===== config.mk =====
export PLATFORM = sky130hd
export DESIGN_NAME = flag_unit_flat
export DESIGN_NICKNAME = d
export VERILOG_FILES = /design/src/rtl/flag_unit_if.sv /design/src/rtl/flag_unit.sv /design/src/flat_wrapper.sv
export SDC_FILE = /design/constraint.sdc
export NUM_CORES = 1
export LEC_CHECK = 0
export ABC_AREA = 1
export CAP_MARGIN = 20
export CORE_MARGIN = 1.5
export CORE_UTILIZATION = 47
export DETAILED_ROUTE_END_ITERATION = 10
export HOLD_SLACK_MARGIN = 0.06
export PLACE_DENSITY_LB_ADDON = 0.25
export SLEW_MARGIN = 20
export SYNTH_ARGS = -nofsm -noshare
export SYNTH_HDL_FRONTEND = slang
export SYNTH_SLANG_ARGS = --single-unit
export TNS_END_PERCENT = 20

===== constraint.sdc =====
create_clock -name clk -period 2.7 [get_ports clk]
set_input_delay 0.27 -clock clk [delete_from_list [all_inputs] [get_ports clk]]
set_output_delay 0.27 -clock clk [all_outputs]
set_load 0.02 [all_outputs]

===== src/rtl/flag_unit_if.sv =====
// flag_unit_if: groups the flag-write stage, branch-condition and checkpoint
// signals of flag_unit into one bundle.
//   master : drives opcode/aluout/aluovfl/wr_valid/stall/flush/br_cond and
//            the ckpt_push/ckpt_pop/ckpt_restore requests; observes flag results
//   slave  : the flag unit itself (consumes requests, produces flag,
//            flag_fwd, br_taken and checkpoint FIFO status)
interface flag_unit_if #(
  parameter int DATA_W     = 16,
  parameter int CKPT_DEPTH = 4
);
  localparam int CW = $clog2(CKPT_DEPTH + 1);

  logic [3:0]        opcode;
  logic [DATA_W-1:0] aluout;
  logic              aluovfl;
  logic              wr_valid;
  logic              stall;
  logic              flush;
  logic [2:0]        br_cond;
  logic              ckpt_push;
  logic              ckpt_pop;
  logic              ckpt_restore;

  logic [2:0]        flag;
  logic [2:0]        flag_fwd;
  logic              br_taken;
  logic [CW-1:0]     ckpt_count;
  logic              ckpt_full;
  logic              ckpt_empty;
  logic              ckpt_err;

  modport master (
    output opcode, aluout, aluovfl, wr_valid, stall, flush, br_cond,
           ckpt_push, ckpt_pop, ckpt_restore,
    input  flag, flag_fwd, br_taken, ckpt_count, ckpt_full, ckpt_empty,
           ckpt_err
  );

  modport slave (
    input  opcode, aluout, aluovfl, wr_valid, stall, flush, br_cond,
           ckpt_push, ckpt_pop, ckpt_restore,
    output flag, flag_fwd, br_taken, ckpt_count, ckpt_full, ckpt_empty,
           ckpt_err
  );
endinterface


===== src/rtl/flag_unit.sv =====
// flag_unit: architectural {z,v,n} flag register for the pipelined core.
//   - per-opcode update masks (Z_MASK/V_MASK/N_MASK), qualified by
//     wr_valid, stall, flush and ckpt_restore
//   - flag_fwd: combinational value flag takes at the next edge
//   - br_taken: 3-bit branch condition evaluated on flag_fwd
//   - CKPT_DEPTH-entry FIFO of flag snapshots for speculative branches
//     (push on prediction, pop on correct resolve, restore on mispredict)
// Ports:
//   clk  : rising-edge clock
//   rst  : asynchronous active-high reset
//   bus  : flag_unit_if slave modport (ALU inputs, branch condition,
//          checkpoint requests, flag/branch/FIFO status outputs)
module flag_unit #(
  parameter int          DATA_W     = 16,
  parameter int          CKPT_DEPTH = 4,
  parameter logic [15:0] Z_MASK     = 16'h007B,
  parameter logic [15:0] V_MASK     = 16'h0003,
  parameter logic [15:0] N_MASK     = 16'h0003
) (
  input  logic          clk,
  input  logic          rst,
  flag_unit_if.slave    bus
);

  localparam int CW = $clog2(CKPT_DEPTH + 1);
  localparam int PW = (CKPT_DEPTH > 1) ? $clog2(CKPT_DEPTH) : 1;

  localparam logic [PW-1:0] LAST_PTR = PW'(CKPT_DEPTH - 1);
  localparam logic [CW-1:0] FULL_CNT = CW'(CKPT_DEPTH);

  // Flag state
  logic [2:0]    flag_q, flag_d;
  logic [2:0]    alu_flags;

  // Checkpoint FIFO state
  logic [2:0]    mem_q [CKPT_DEPTH];
  logic [PW-1:0] rd_ptr_q, rd_ptr_d;
  logic [PW-1:0] wr_ptr_q, wr_ptr_d;
  logic [CW-1:0] count_q, count_d;
  logic          full_q, full_d;
  logic          empty_q, empty_d;
  logic          err_q, err_d;

  // Control
  logic          upd;
  logic          zc, vc, nc;
  logic          restore_hit;
  logic          push_req;
  logic          do_push, do_pop, do_clear, err_set;
  logic          fz, fv, fn;

  function automatic logic [PW-1:0] ptr_inc(input logic [PW-1:0] p);
    return (p == LAST_PTR) ? '0 : p + 1'b1;
  endfunction

  // ---------------------------------------------------------------------
  // Flag update / forwarding
  // ---------------------------------------------------------------------
  always_comb begin
    upd = bus.wr_valid & ~bus.stall & ~bus.flush & ~bus.ckpt_restore;
    zc  = (bus.aluout == '0);
    vc  = bus.aluovfl;
    nc  = bus.aluout[DATA_W-1];
  end

  always_comb begin
    alu_flags = flag_q;
    if (upd && Z_MASK[bus.opcode]) alu_flags[2] = zc;
    if (upd && V_MASK[bus.opcode]) alu_flags[1] = vc;
    if (upd && N_MASK[bus.opcode]) alu_flags[0] = nc;
  end

  assign restore_hit = bus.ckpt_restore & ~empty_q;

  // A restore of a live checkpoint overrides the ALU result outright.
  always_comb begin
    flag_d = alu_flags;
    if (restore_hit) flag_d = mem_q[rd_ptr_q];
  end

  // ---------------------------------------------------------------------
  // Branch condition on the forwarded flags
  // ---------------------------------------------------------------------
  always_comb begin
    fz = flag_d[2];
    fv = flag_d[1];
    fn = flag_d[0];
    bus.br_taken = 1'b0;
    case (bus.br_cond)
      3'b000:  bus.br_taken = ~fz;
      3'b001:  bus.br_taken = fz;
      3'b010:  bus.br_taken = ~fz & ~fn;
      3'b011:  bus.br_taken = fn;
      3'b100:  bus.br_taken = fz | (~fz & ~fn);
      3'b101:  bus.br_taken = fn | fz;
      3'b110:  bus.br_taken = fv;
      default: bus.br_taken = 1'b1;
    endcase
  end

  // ---------------------------------------------------------------------
  // Checkpoint FIFO control
  // ---------------------------------------------------------------------
  assign push_req = bus.ckpt_push & ~bus.stall;

  // When full, a push is only legal if a pop frees the head the same cycle;
  // when empty, a paired pop is dropped silently and only the push happens.
  always_comb begin
    do_push  = 1'b0;
    do_pop   = 1'b0;
    do_clear = 1'b0;
    err_set  = 1'b0;
    if (restore_hit) begin
      do_clear = 1'b1;
    end else begin
      if (bus.ckpt_restore) err_set = 1'b1;
      if (empty_q) begin
        do_push = push_req;
        if (bus.ckpt_pop && !push_req) err_set = 1'b1;
      end else if (full_q) begin
        do_pop  = bus.ckpt_pop;
        do_push = push_req & bus.ckpt_pop;
        if (push_req && !bus.ckpt_pop) err_set = 1'b1;
      end else begin
        do_push = push_req;
        do_pop  = bus.ckpt_pop;
      end
    end
  end

  always_comb begin
    rd_ptr_d = rd_ptr_q;
    wr_ptr_d = wr_ptr_q;
    count_d  = count_q;
    if (do_clear) begin
      rd_ptr_d = '0;
      wr_ptr_d = '0;
      count_d  = '0;
    end else begin
      if (do_push) wr_ptr_d = ptr_inc(wr_ptr_q);
      if (do_pop)  rd_ptr_d = ptr_inc(rd_ptr_q);
      case ({do_push, do_pop})
        2'b10:   count_d = count_q + 1'b1;
        2'b01:   count_d = count_q - 1'b1;
        default: count_d = count_q;
      endcase
    end
    full_d  = (count_d == FULL_CNT);
    empty_d = (count_d == '0);
    err_d   = err_q | err_set;
  end

  // ---------------------------------------------------------------------
  // State registers
  // ---------------------------------------------------------------------
  always_ff @(posedge clk or posedge rst) begin
    if (rst) begin
      flag_q   <= '0;
      rd_ptr_q <= '0;
      wr_ptr_q <= '0;
      count_q  <= '0;
      full_q   <= 1'b0;
      empty_q  <= 1'b1;
      err_q    <= 1'b0;
    end else begin
      flag_q   <= flag_d;
      rd_ptr_q <= rd_ptr_d;
      wr_ptr_q <= wr_ptr_d;
      count_q  <= count_d;
      full_q   <= full_d;
      empty_q  <= empty_d;
      err_q    <= err_d;
    end
  end

  // Snapshot storage needs no reset: entries are only read while counted valid.
  // A push always captures the post-update flag value.
  always_ff @(posedge clk) begin
    if (do_push) mem_q[wr_ptr_q] <= flag_d;
  end

  // ---------------------------------------------------------------------
  // Outputs
  // ---------------------------------------------------------------------
  assign bus.flag       = flag_q;
  assign bus.flag_fwd   = flag_d;
  assign bus.ckpt_count = count_q;
  assign bus.ckpt_full  = full_q;
  assign bus.ckpt_empty = empty_q;
  assign bus.ckpt_err   = err_q;

endmodule


===== src/flat_wrapper.sv =====
// flat-port wrapper written by rule: the top's interface ports become plain ports
module flag_unit_flat 
#(
  parameter int          DATA_W     = 16,
  parameter int          CKPT_DEPTH = 4,
  parameter logic [15:0] Z_MASK     = 16'h007B,
  parameter logic [15:0] V_MASK     = 16'h0003,
  parameter logic [15:0] N_MASK     = 16'h0003
)
  (clk, rst, bus_opcode, bus_aluout, bus_aluovfl, bus_wr_valid, bus_stall, bus_flush, bus_br_cond, bus_ckpt_push, bus_ckpt_pop, bus_ckpt_restore, bus_flag, bus_flag_fwd, bus_br_taken, bus_ckpt_count, bus_ckpt_full, bus_ckpt_empty, bus_ckpt_err);
  flag_unit_if #(.DATA_W(DATA_W), .CKPT_DEPTH(CKPT_DEPTH)) bus_i ();
  input  logic clk;
  input  logic rst;
  input wire logic [$bits(bus_i.opcode)-1:0] bus_opcode;
  input wire logic [$bits(bus_i.aluout)-1:0] bus_aluout;
  input wire logic [$bits(bus_i.aluovfl)-1:0] bus_aluovfl;
  input wire logic [$bits(bus_i.wr_valid)-1:0] bus_wr_valid;
  input wire logic [$bits(bus_i.stall)-1:0] bus_stall;
  input wire logic [$bits(bus_i.flush)-1:0] bus_flush;
  input wire logic [$bits(bus_i.br_cond)-1:0] bus_br_cond;
  input wire logic [$bits(bus_i.ckpt_push)-1:0] bus_ckpt_push;
  input wire logic [$bits(bus_i.ckpt_pop)-1:0] bus_ckpt_pop;
  input wire logic [$bits(bus_i.ckpt_restore)-1:0] bus_ckpt_restore;
  output wire logic [$bits(bus_i.flag)-1:0] bus_flag;
  output wire logic [$bits(bus_i.flag_fwd)-1:0] bus_flag_fwd;
  output wire logic [$bits(bus_i.br_taken)-1:0] bus_br_taken;
  output wire logic [$bits(bus_i.ckpt_count)-1:0] bus_ckpt_count;
  output wire logic [$bits(bus_i.ckpt_full)-1:0] bus_ckpt_full;
  output wire logic [$bits(bus_i.ckpt_empty)-1:0] bus_ckpt_empty;
  output wire logic [$bits(bus_i.ckpt_err)-1:0] bus_ckpt_err;
  assign bus_i.opcode = bus_opcode;
  assign bus_i.aluout = bus_aluout;
  assign bus_i.aluovfl = bus_aluovfl;
  assign bus_i.wr_valid = bus_wr_valid;
  assign bus_i.stall = bus_stall;
  assign bus_i.flush = bus_flush;
  assign bus_i.br_cond = bus_br_cond;
  assign bus_i.ckpt_push = bus_ckpt_push;
  assign bus_i.ckpt_pop = bus_ckpt_pop;
  assign bus_i.ckpt_restore = bus_ckpt_restore;
  assign bus_flag = bus_i.flag;
  assign bus_flag_fwd = bus_i.flag_fwd;
  assign bus_br_taken = bus_i.br_taken;
  assign bus_ckpt_count = bus_i.ckpt_count;
  assign bus_ckpt_full = bus_i.ckpt_full;
  assign bus_ckpt_empty = bus_i.ckpt_empty;
  assign bus_ckpt_err = bus_i.ckpt_err;
  flag_unit #(.DATA_W(DATA_W), .CKPT_DEPTH(CKPT_DEPTH), .Z_MASK(Z_MASK), .V_MASK(V_MASK), .N_MASK(N_MASK)) u_core (.clk(clk), .rst(rst), .bus(bus_i));
endmodule

==> results of run 1 <==
cell usage in the layout, fill, tap and decap left out, types with 2 or more instances in the layout:
master	n
nand2_4	3
a21oi_1	2
nand2_2	2
ha_1	6
clkdlybuf4s50_1	44
nor3_1	6
inv_4	2
buf_4	2
nand3_1	16
dfrtp_1	11
o22ai_1	2
nor2_4	2
clkbuf_4	3
inv_2	3
nor2_1	34
nand3_2	3
inv_1	28
edfxtp_1	12
nand2_1	40
o21ai_0	9
logic make-up (layout without fill, tap and decap cells):
| logic type | count (synthesis) | after routing |
|---|---|---|
| and+or+nand+nor | 110 | 110 |
| buffers and inverters | 34 | 83 |
| DFF | 25 | 25 |
| AOI/OAI and AO/OA | 15 | 15 |
| adders and majority gates | 7 | 7 |
per-layer routing:
layer	vias up	part of all wire, %	track usage [%]
li1	704	-	-
met4	0	0.38	5.079
met5	-	0	0
met3	2	7.7	3.247
met1	600	46	23.68
met2	33	46	31.83
final timing paths:
kind / start / end / slack, ps
worst max-delay path: bus_ckpt_restore / bus_br_taken / 200
worst min-delay path: rst / u_core.bus.ckpt_err / 270
worst max register to register: u_core.bus.ckpt_empty / u_core.bus.ckpt_empty / 380
worst min register to register: u_core.bus.ckpt_err / u_core.bus.ckpt_err / 490
max in group asynchronous: rst / u_core.rd_ptr_q[0] / 2060
min in group clk: u_core.bus.ckpt_err / u_core.bus.ckpt_err / 490
where the power goes:
part / leakage [uW] / internal, uW / switching (uW)
logic: 0.000665 / 366 / 484
clock network: 0.0000150 / 57.6 / 103
registers: 0.000267 / 538 / 87.1
cell usage after synthesis:
cell,number
nor2_1,34
nand2_2,2
nand2_1,40
inv_4,2
o21ai_0,9
nor2_2,1
nand2_4,3
fa_1,1
nand3_1,16
o22ai_1,2
nor2_4,2
a21oi_1,2
inv_2,3
or2_2,1
nand3_2,3
or3_1,1
nor3_1,6
inv_1,28
o21bai_2,1
o21a_1,1
dfrtp_1,12
nor2_8,1
dfstp_2,1
edfxtp_1,12
buf_4,1
ha_1,6
flip-flops by register name, summed over array words and instances, names as in the netlist:
| name | count |
|---|---|
| u_core.mem_q | 12 |
| u_core.bus.ckpt_count | 3 |
| u_core.bus.flag | 3 |
| u_core.rd_ptr_q | 2 |
| u_core.wr_ptr_q | 2 |
| u_core.bus.ckpt_empty | 1 |
| u_core.bus.ckpt_err | 1 |
| u_core.bus.ckpt_full | 1 |
worst register-to-register path: cells and delay by family (launching register included):
family,cells,cell delay [ps]
AND/OR/NAND/NOR,6,670
flip-flops,1,600
buffers and inverters,2,120
AO/OA/AOI/OAI,2,270
adder cells (fa/ha/maj),2,620
per-stage QoR:
step	total power [uW]	hold slack (ps)	instance area (sq um)	utilization, %
after detailed placement	1487	463.3	2033	66.06
after CTS	1649	292.4	2059	66.91
after global placement	1479	459.0	2033	66.06
final	1636	271.7	2061	66.95
after global routing	1775	332.9	2061	66.95
after floorplan	1144	146.2	1530	-
area by class of cell:
class	instances	area [sq um]
fillers	281	1017
multi-input cells	132	706.9
flip-flops and latches	25	688.2
repair buffers	46	455.4
inverters	33	128.9
well taps	44	55.05
clock buffers	4	26.28
timing repair:
item                       4_1_cts  5_1_grt
setup endpoints to repair        0        1
hold endpoints to repair         0        0
gates resized for setup          0        1
hold buffers                     0        0
==> flow_summary.toml, run 1 <==
[synth]
synth-xor-area-share_pct = 0
synthTopCellsByArea = "edfxtp_1 (24%), dfrtp_1 (20%), nand2_1 (9.8%)"
synth_top_family_by_area = "simple AND/OR/NAND/NOR gates"
yosys_warnings = 0
synth_fa_ha_area_share_pct = 6.214
syn_area_per_cell_sq_um = 8.012
synth_cell_types = 26
syn_inst = 191
synth_top_area_share_pct = 23.55
syn-cell-area_sq_mm = 0.001530
synth_compound_area_share_pct = 5.642
seq_area_frac_synth_pct = 44.89
synthMuxAreaShare_pct = 0
synthSimpleGateAreaFrac_pct = 34.34
synth_seq_cells = 25
yosysTopAreaCell = "edfxtp_1"
syn-num-nets = 230

[global_routing]
grt_start_max_net_pins = 14
antenna_found_initial = 0
grtUsageTotal_pct = 18.44
overflow = 0
grt_pass1_wl_mm = 5.037
grt_pass1_vias = 1244

[route]
detailroute.via_count = 1339
vias_per_cell = 4.715
remaining_drc_errors = 0
dr.first_iter.drc_count = 55
postRouteAntennaNets = 0
postRouteWirelength_mm = 3.129
first_pass_iters = 4
routedWlPerCell_um = 11.02

[setup_path]
critPathArrivalTime_ps = 2230
endpoint_kind = "primary output"
crit_path_top_delay_cell = "clkdlybuf4s50_1"
slowest_delay_ps = 600
path_depth = 10
start_kind = "input port"
worstSetupPathType = "input port to primary output"
path_max_fanout = 7
crit_family = "buffers and inverters"
crit_buf_inv = 3
worst_r2r_path_depth = 12
critical_path.cell_chain = "clkdlybuf4s50_1 -> inv_2 -> nor2_4 -> nand3_1 -> nand2_2 -> nand2_1 -> nand2_1 -> o21bai_2 -> nand3_1 -> clkdlybuf4s50_1"
cp_data_required_time_ps = 2430

[power]
power_density_mw_per_mm2 = 794.0
power.leakage_uw = 0.0009469
peakVddDrop_uv = 488.8

[sta]
fin_skew_ps = 5.398
fin_crit_sh_pct = 92.64
slew_violations = 0
max_freq_mhz = 399.8
final_hold_viol_count = 0
tightest_slew_ps = 515.3
rsz0062_at_grt = "no"
worst_slack_ps = 198.7
setup_tns_ps = 0
finalSetupViolCount = 0
period_needed_ps = 2501
slew_headroom_pct = 65.61

[floorplan]
design.die.area_sq_mm = 0.003607
core_sq_mm = 0.003078
rows = 20
boundaryPins = 45
start_util_pct = 49.72
die_h_um = 60.06
die_w_um = 60.06

[min_path]
hp-class = "input port to async pin"

[clocking]
cts_tree = "built"
htreeDepth = 1
clk_latency_ps = 310
ctsLongestPathBuffers = 2
postCtsSetupBuffers = 0
numClockSinks = 25
cts_buffers = 3
path_clk_slew_ps = 130
cts_root_buffer = "clkbuf_4"

[placement]
pre_cts_slack_ps = 127.7
port_buffers = 44
dp_hpwl_mm = 2.579
dp_cells = 280
gp_congestion = 0.7853

[finish]
diodes = 0
layout-drive-gt1-share_pct = 10.83
finalNetCount = 280
final-instance-count-excl-fill = 284
synthToLayoutAreaGrowth_pct = 34.67

[run_status]
outcome = "finished, final reports clean"

[run]
cap_violations = 0
(Power assumes the default switching activity.)
==> inputs of run 2 (changes only) <==
--- a/config.mk
+++ b/config.mk
@@ -8,10 +8,10 @@
 export ABC_AREA = 1
 export CAP_MARGIN = 20
 export CORE_MARGIN = 1.5
-export CORE_UTILIZATION = 47
+export CORE_UTILIZATION = 42
 export DETAILED_ROUTE_END_ITERATION = 10
 export HOLD_SLACK_MARGIN = 0.06
-export PLACE_DENSITY_LB_ADDON = 0.25
+export PLACE_DENSITY = 0.81
 export SLEW_MARGIN = 20
 export SYNTH_ARGS = -nofsm -noshare
 export SYNTH_HDL_FRONTEND = slang
==> constraint.sdc (replaced) <==
create_clock -name clk -period 2.1 [get_ports clk]
set_input_delay 0.21 -clock clk [delete_from_list [all_inputs] [get_ports clk]]
set_output_delay 0.21 -clock clk [all_outputs]
set_load 0.02 [all_outputs]
==> flow_summary.toml, run 2 (synthesized netlist as in run 1, its figures left out) <==
[placement]
port_buffers = 44
gp_congestion = 0.7624
dp_hpwl_mm = 2.655
dp_cells = 293
place_area_sq_mm = 0.002151

[global_routing]
grt_pass1_wl_mm = 5.630
grt_start_max_net_pins = 15
grtUsageTotal_pct = 17.39
gr-usage-met1_pct = 22.81
top_usage_layer = "met2"
antenna_found_initial = 0
grt_use_met2_pct = 30.66
overflow = 0
grt_pass1_vias = 1378
met3_usage_pct = 1.429

[setup_path]
crit_path_top_delay_cell = "dfstp_2"
critical_path.cell_chain = "inv_2 -> nand3_4 -> nand3_4 -> ha_4 -> fa_2 -> a21oi_2 -> o21a_1 -> nand2_1 -> nand2_1 -> nor2_1 -> or3_1 -> inv_1"
crit_buf_inv = 2
crit_family = "flip-flops"
start_kind = "register"
r2r-start = "u_core.bus.ckpt_empty"
endpoint_kind = "register"
cp_data_required_time_ps = 2380
r2r_slack_ps = -90
critPathArrivalTime_ps = 2470
worst_r2r_path_depth = 12
worstSetupPathType = "register to register"
reg2reg_to = "u_core.bus.ckpt_empty"
path_max_fanout = 3
slowest_delay_ps = 630

[run]
cap_violations = 0

[floorplan]
die_h_um = 63.36
core_sq_mm = 0.003416
die_w_um = 63.36
start_util_pct = 44.80
design.die.area_sq_mm = 0.004014
boundaryPins = 45
rows = 21

[finish]
final-instance-count-excl-fill = 299
top_register = "u_core.mem_q"
largest_register_ffs = 12
synthToLayoutAreaGrowth_pct = 44.07
diodes = 0
finalNetCount = 293
fin_area_sq_mm = 0.002205
layout-drive-gt1-share_pct = 20.95
layout_commonest_cell = "clkdlybuf4s50_1"
final_cell_mix = "clkdlybuf4s50_1 (40), nand2_1 (39), nor2_1 (34)"

[sta]
slew_violations = 0
period_needed_ps = 2191
fin_skew_ps = 8.358
tightest_slew_ps = 516.2
finalSetupViolCount = 2
fin_crit_sh_pct = 104.3
rsz0062_at_grt = "yes"
final_hold_viol_count = 0
slew_headroom_pct = 65.55
max_freq_mhz = 456.4
worst_slack_ps = -91.01

[power]
peakVddDrop_uv = 473.4
power_density_mw_per_mm2 = 1025
power.leakage_uw = 0.001019

[clocking]
cts_root_buffer = "clkbuf_4"
numClockSinks = 25
clk_latency_ps = 320
cts_buffers = 3
ctsLongestPathBuffers = 2
cts_tree = "built"
htreeDepth = 1
holdBufCountCts = 0
path_clk_slew_ps = 140

[run_status]
violations = "setup timing"
outcome = "complete, but fails checks"

[route]
postRouteWirelength_mm = 3.213
routedWlPerCell_um = 10.75
first_pass_iters = 4
dr.first_iter.drc_count = 40
remaining_drc_errors = 0
vias_per_cell = 4.686
detailroute.via_count = 1401
postRouteAntennaNets = 0

[min_path]
hp-class = "input port to async pin"
run 2: power breakdown:
part / total, uW / switching, uW / internal [uW] / leakage, uW
registers: 818 / 126 / 692 / 0.000267
clock network: 214 / 143 / 71.2 / 0.0000177
logic: 1230 / 685 / 543 / 0.000735
run 2: layout make-up:
type / count / area, sq um
multi-input cells: 132 / 763.2
clock inverters: 1 / 5.005
inverters: 33 / 128.9
well taps: 46 / 57.56
repair buffers: 59 / 539.3
flip-flops and latches: 25 / 688.2
fillers: 290 / 1211
clock buffers: 3 / 22.52
run 2: worst max path at each step:
stage,startpoint,end,slack [ps],depth (start not counted)
6_report,u_core.bus.ckpt_empty,u_core.bus.ckpt_empty,-90,12
5_1_grt,u_core.bus.ckpt_empty,u_core.bus.ckpt_empty,-230,12
4_1_cts,u_core.bus.ckpt_empty,u_core.bus.ckpt_empty,-120,12
3_5_place_dp,bus_ckpt_push,u_core.bus.ckpt_empty,-350,13
3_3_place_gp,bus_ckpt_push,u_core.bus.ckpt_empty,-310,13
2_1_floorplan,u_core.bus.ckpt_empty,u_core.bus.ckpt_empty,-120,12
run 2: timing repair:
item | CTS | global route
endpoints found under the setup margin | 6 | 7
pin swaps | 0 | 2
setup buffers | 0 | 2
resized for setup | 8 | 10
gates cloned | 0 | 0
run 2: metrics by stage:
step	worst slack [ps]	power (uW)	hold WS (ps)	utilization, %	TNS [ps]
after detailed placement	-346.4	2049	456.2	62.97	-1694
after floorplan	-119.2	1492	86.24	-	-119.2
after global placement	-306.2	2023	453.6	62.97	-1339
after CTS	-118.0	2241	213.0	63.85	-174.5
after global routing	-234.6	2433	245.4	64.54	-552.1
final	-91.01	2261	200.5	64.54	-114.1
run 2: layer usage:
metal | vias to the layer above | part of all wire [%] | wire [um]
li1 | 729 | - | -
met1 | 634 | 46 | 1482
met4 | 0 | 1.3 | 41
met3 | 4 | 3.1 | 101
met2 | 34 | 49 | 1587
met5 | - | 0 | 0
run 2: worst reg2reg max path: stages (launching register included):
cell and delay [ps]:
dfstp_2 630, inv_2 80, nand3_4 70, nand3_4 90, ha_4 170, fa_2 340, a21oi_2 120, o21a_1 140
nand2_1 50, nand2_1 50, nor2_1 50, or3_1 300, inv_1 60
==> inputs of run 3 (changes only) <==
--- a/config.mk
+++ b/config.mk
@@ -5,13 +5,12 @@
 export SDC_FILE = /design/constraint.sdc
 export NUM_CORES = 1
 export LEC_CHECK = 0
-export ABC_AREA = 1
 export CAP_MARGIN = 20
 export CORE_MARGIN = 1.5
-export CORE_UTILIZATION = 42
+export CORE_UTILIZATION = 40
 export DETAILED_ROUTE_END_ITERATION = 10
 export HOLD_SLACK_MARGIN = 0.06
-export PLACE_DENSITY = 0.81
+export PLACE_DENSITY = 0.8
 export SLEW_MARGIN = 20
 export SYNTH_ARGS = -nofsm -noshare
 export SYNTH_HDL_FRONTEND = slang
==> constraint.sdc (replaced) <==
create_clock -name clk -period 2 [get_ports clk]
set_input_delay 0.2 -clock clk [delete_from_list [all_inputs] [get_ports clk]]
set_output_delay 0.2 -clock clk [all_outputs]
set_load 0.02 [all_outputs]
==> flow_summary.toml, run 3 <==
[synth]
synthTopCellsByArea = "edfxtp_1 (27%), dfrtp_1 (22%), ha_1 (5.6%)"
synth_cell_types = 36
syn_area_per_cell_sq_um = 11.51
seq_area_frac_synth_pct = 51.45
synth_top_area_share_pct = 26.99
synth_seq_cells = 25
yosys_warnings = 0
syn_inst = 116
synthTopCellsByCount = "nor2_1 (16), dfrtp_1 (12), edfxtp_1 (12)"
synthFlopType = "edfxtp_1"
yosysTopAreaCell = "edfxtp_1"
yosysMostFrequentCell = "nor2_1"
syn-cell-area_sq_mm = 0.001335
synth_edf_count = 12
syn-num-nets = 155
synthArstFlopShare_pct = 52.00

[finish]
finalNetCount = 231
layout-drive-gt1-share_pct = 27.75
top_register = "u_core.mem_q"
layout_commonest_cell = "clkdlybuf4s50_1"
largest_register_ffs = 12
finish.utilization_pct = 67.66
diodes = 0
synthToLayoutAreaGrowth_pct = 57.26
n_fill_cell = 256
final_cell_mix = "clkdlybuf4s50_1 (40), buf_4 (32), nor2_1 (16)"

[setup_path]
start_kind = "register"
cp_data_required_time_ps = 1800
endpoint_kind = "primary output"
worstSetupPathType = "register to primary output"
worst_r2r_path_depth = 9
path_depth = 9
critical_path.cell_chain = "buf_4 -> mux4_2 -> nand2_1 -> o211ai_1 -> buf_4 -> nand3b_1 -> a21oi_2 -> nor4_4 -> buf_4"
slowest_delay_ps = 490
crit_path_top_delay_cell = "mux4_2"
critPathArrivalTime_ps = 2290
path_max_fanout = 4
cp_common_cell = "buf_4"
crit_family = "multiplexers"
crit_buf_inv = 3

[sta]
fin_skew_ps = 3.586
finalSetupViolCount = 8
final_hold_viol_count = 0
tightest_slew_ps = 510.7
max_freq_mhz = 402.2
rsz0062_at_grt = "yes"
slew_headroom_pct = 65.91
fin_crit_sh_pct = 124.3
worst_slack_ps = -486.1
period_needed_ps = 2486
slew_violations = 0

[clocking]
htreeDepth = 1
numClockSinks = 25
cts_root_buffer = "clkbuf_4"
path_clk_slew_ps = 130
holdBufCountCts = 0
cts_tree = "built"
ctsLongestPathBuffers = 2
clk_latency_ps = 320
cts_buffers = 3

[floorplan]
start_util_pct = 43.02
design.die.area_sq_mm = 0.003693
die_w_um = 60.77
boundaryPins = 45
rows = 20
die_h_um = 60.77
core_sq_mm = 0.003103

[route]
vias_per_cell = 5.089
first_pass_iters = 4
routedWlPerCell_um = 14.14
postRouteAntennaNets = 0
detailroute.via_count = 1196
dr.first_iter.drc_count = 29
remaining_drc_errors = 0
postRouteWirelength_mm = 3.323

[run_status]
violations = "setup timing"
outcome = "complete, but fails checks"

[power]
totalPowerFinal_uw = 2428
peakVddDrop_uv = 628.3
power.leakage_uw = 0.0008882
power_density_mw_per_mm2 = 1156

[global_routing]
met3_usage_pct = 1.919
top_usage_layer = "met2"
overflow = 0
grtUsageTotal_pct = 19.53
antenna_found_initial = 0
grt_pass1_vias = 1218
grt_pass1_wl_mm = 5.244
gr-usage-met1_pct = 22.31
grt_use_met2_pct = 35.79
grt_start_max_net_pins = 15

[min_path]
hp-class = "input port to async pin"

[placement]
gp_congestion = 0.7547
port_buffers = 44
dp_hpwl_mm = 2.704

[run]
cap_violations = 0
==> run 3: cell count changes after synthesis, sizes merged, moves of 3 or more <==
cell	before	now
nand2	45	6
inv	33	8
nor2	38	16
nand3	19	1
and3	0	6
nor4	0	6
o21ai	9	3
mux2i	0	4
mux4	0	3
nor3	6	3
==> run 3: cell families (layout without fill, tap and decap cells) <==
group / after synthesis / after routing / synth area share, %
AND/OR/NAND/NOR: 47 / 47 / 18.18
flip-flops: 25 / 25 / 51.45
AO/OA/AOI/OAI: 14 / 14 / 7.216
buffers and inverters: 11 / 86 / 3.655
multiplexers: 8 / 8 / 9.747
adder cells (fa/ha/maj): 7 / 7 / 7.123
XOR/XNOR: 4 / 4 / 2.625
==> run 3: stage by stage <==
step | TNS [ps] | cell area, sq um | hold slack [ps] | worst slack, ps | cells
detailed placement | -3879 | 2059 | 474.9 | -943.9 | 229
global route | -2249 | 2100 | 228.7 | -606.4 | 235
CTS | -1492 | 2100 | 196.8 | -503.5 | 235
finish | -1415 | 2100 | 193.4 | -486.1 | 235
global placement | -3538 | 2059 | 448.3 | -918.9 | 229
floorplan | -1285 | 1383 | 76.24 | -443.3 | 116
==> run 3: path summary, 6_finish.rpt <==
kind	from	to	slack, ps
max	u_core.rd_ptr_q[0]	bus_br_taken	-490
max in group asynchronous	rst	u_core.bus.ckpt_empty	1440
min in group clk	u_core.bus.ckpt_err	u_core.bus.ckpt_err	500
min	rst	u_core.wr_ptr_q[1]	190
min reg2reg	u_core.bus.ckpt_err	u_core.bus.ckpt_err	500
max reg2reg	u_core.bus.ckpt_empty	u_core.bus.ckpt_full	-200
==> run 3: power breakdown <==
part / internal (uW) / switching (uW)
Clock: 74.9 / 149
Combinational: 729 / 655
Sequential: 725 / 95.5
==> run 3: timing repair <==
action / in CTS / in global routing
setup buffers: 2 / 0
setup endpoints to repair: 8 / 8
resized for setup: 25 / 0
endpoints found under the hold margin: 0 / 0
pin swaps: 9 / 0
==> run 3: layout make-up <==
type                       instances  area, sq um  share of cell area (%)
clock buffer                       3        22.52                   1.073
tap                               44        55.05                   2.622
clock inverter                     1        5.005                  0.2384
sequential                        25        686.9                   32.72
multi-input combinational         80        643.1                   30.63
timing repair buffer              74        656.9                   31.29
inverter                           8        30.03                   1.430
==> run 3: routing by layer <==
layer | vias up | share of wire, %
li1 | 573 | -
met1 | 569 | 39
met2 | 46 | 52
met3 | 8 | 6.8
met4 | 0 | 2.2
met5 | - | 0
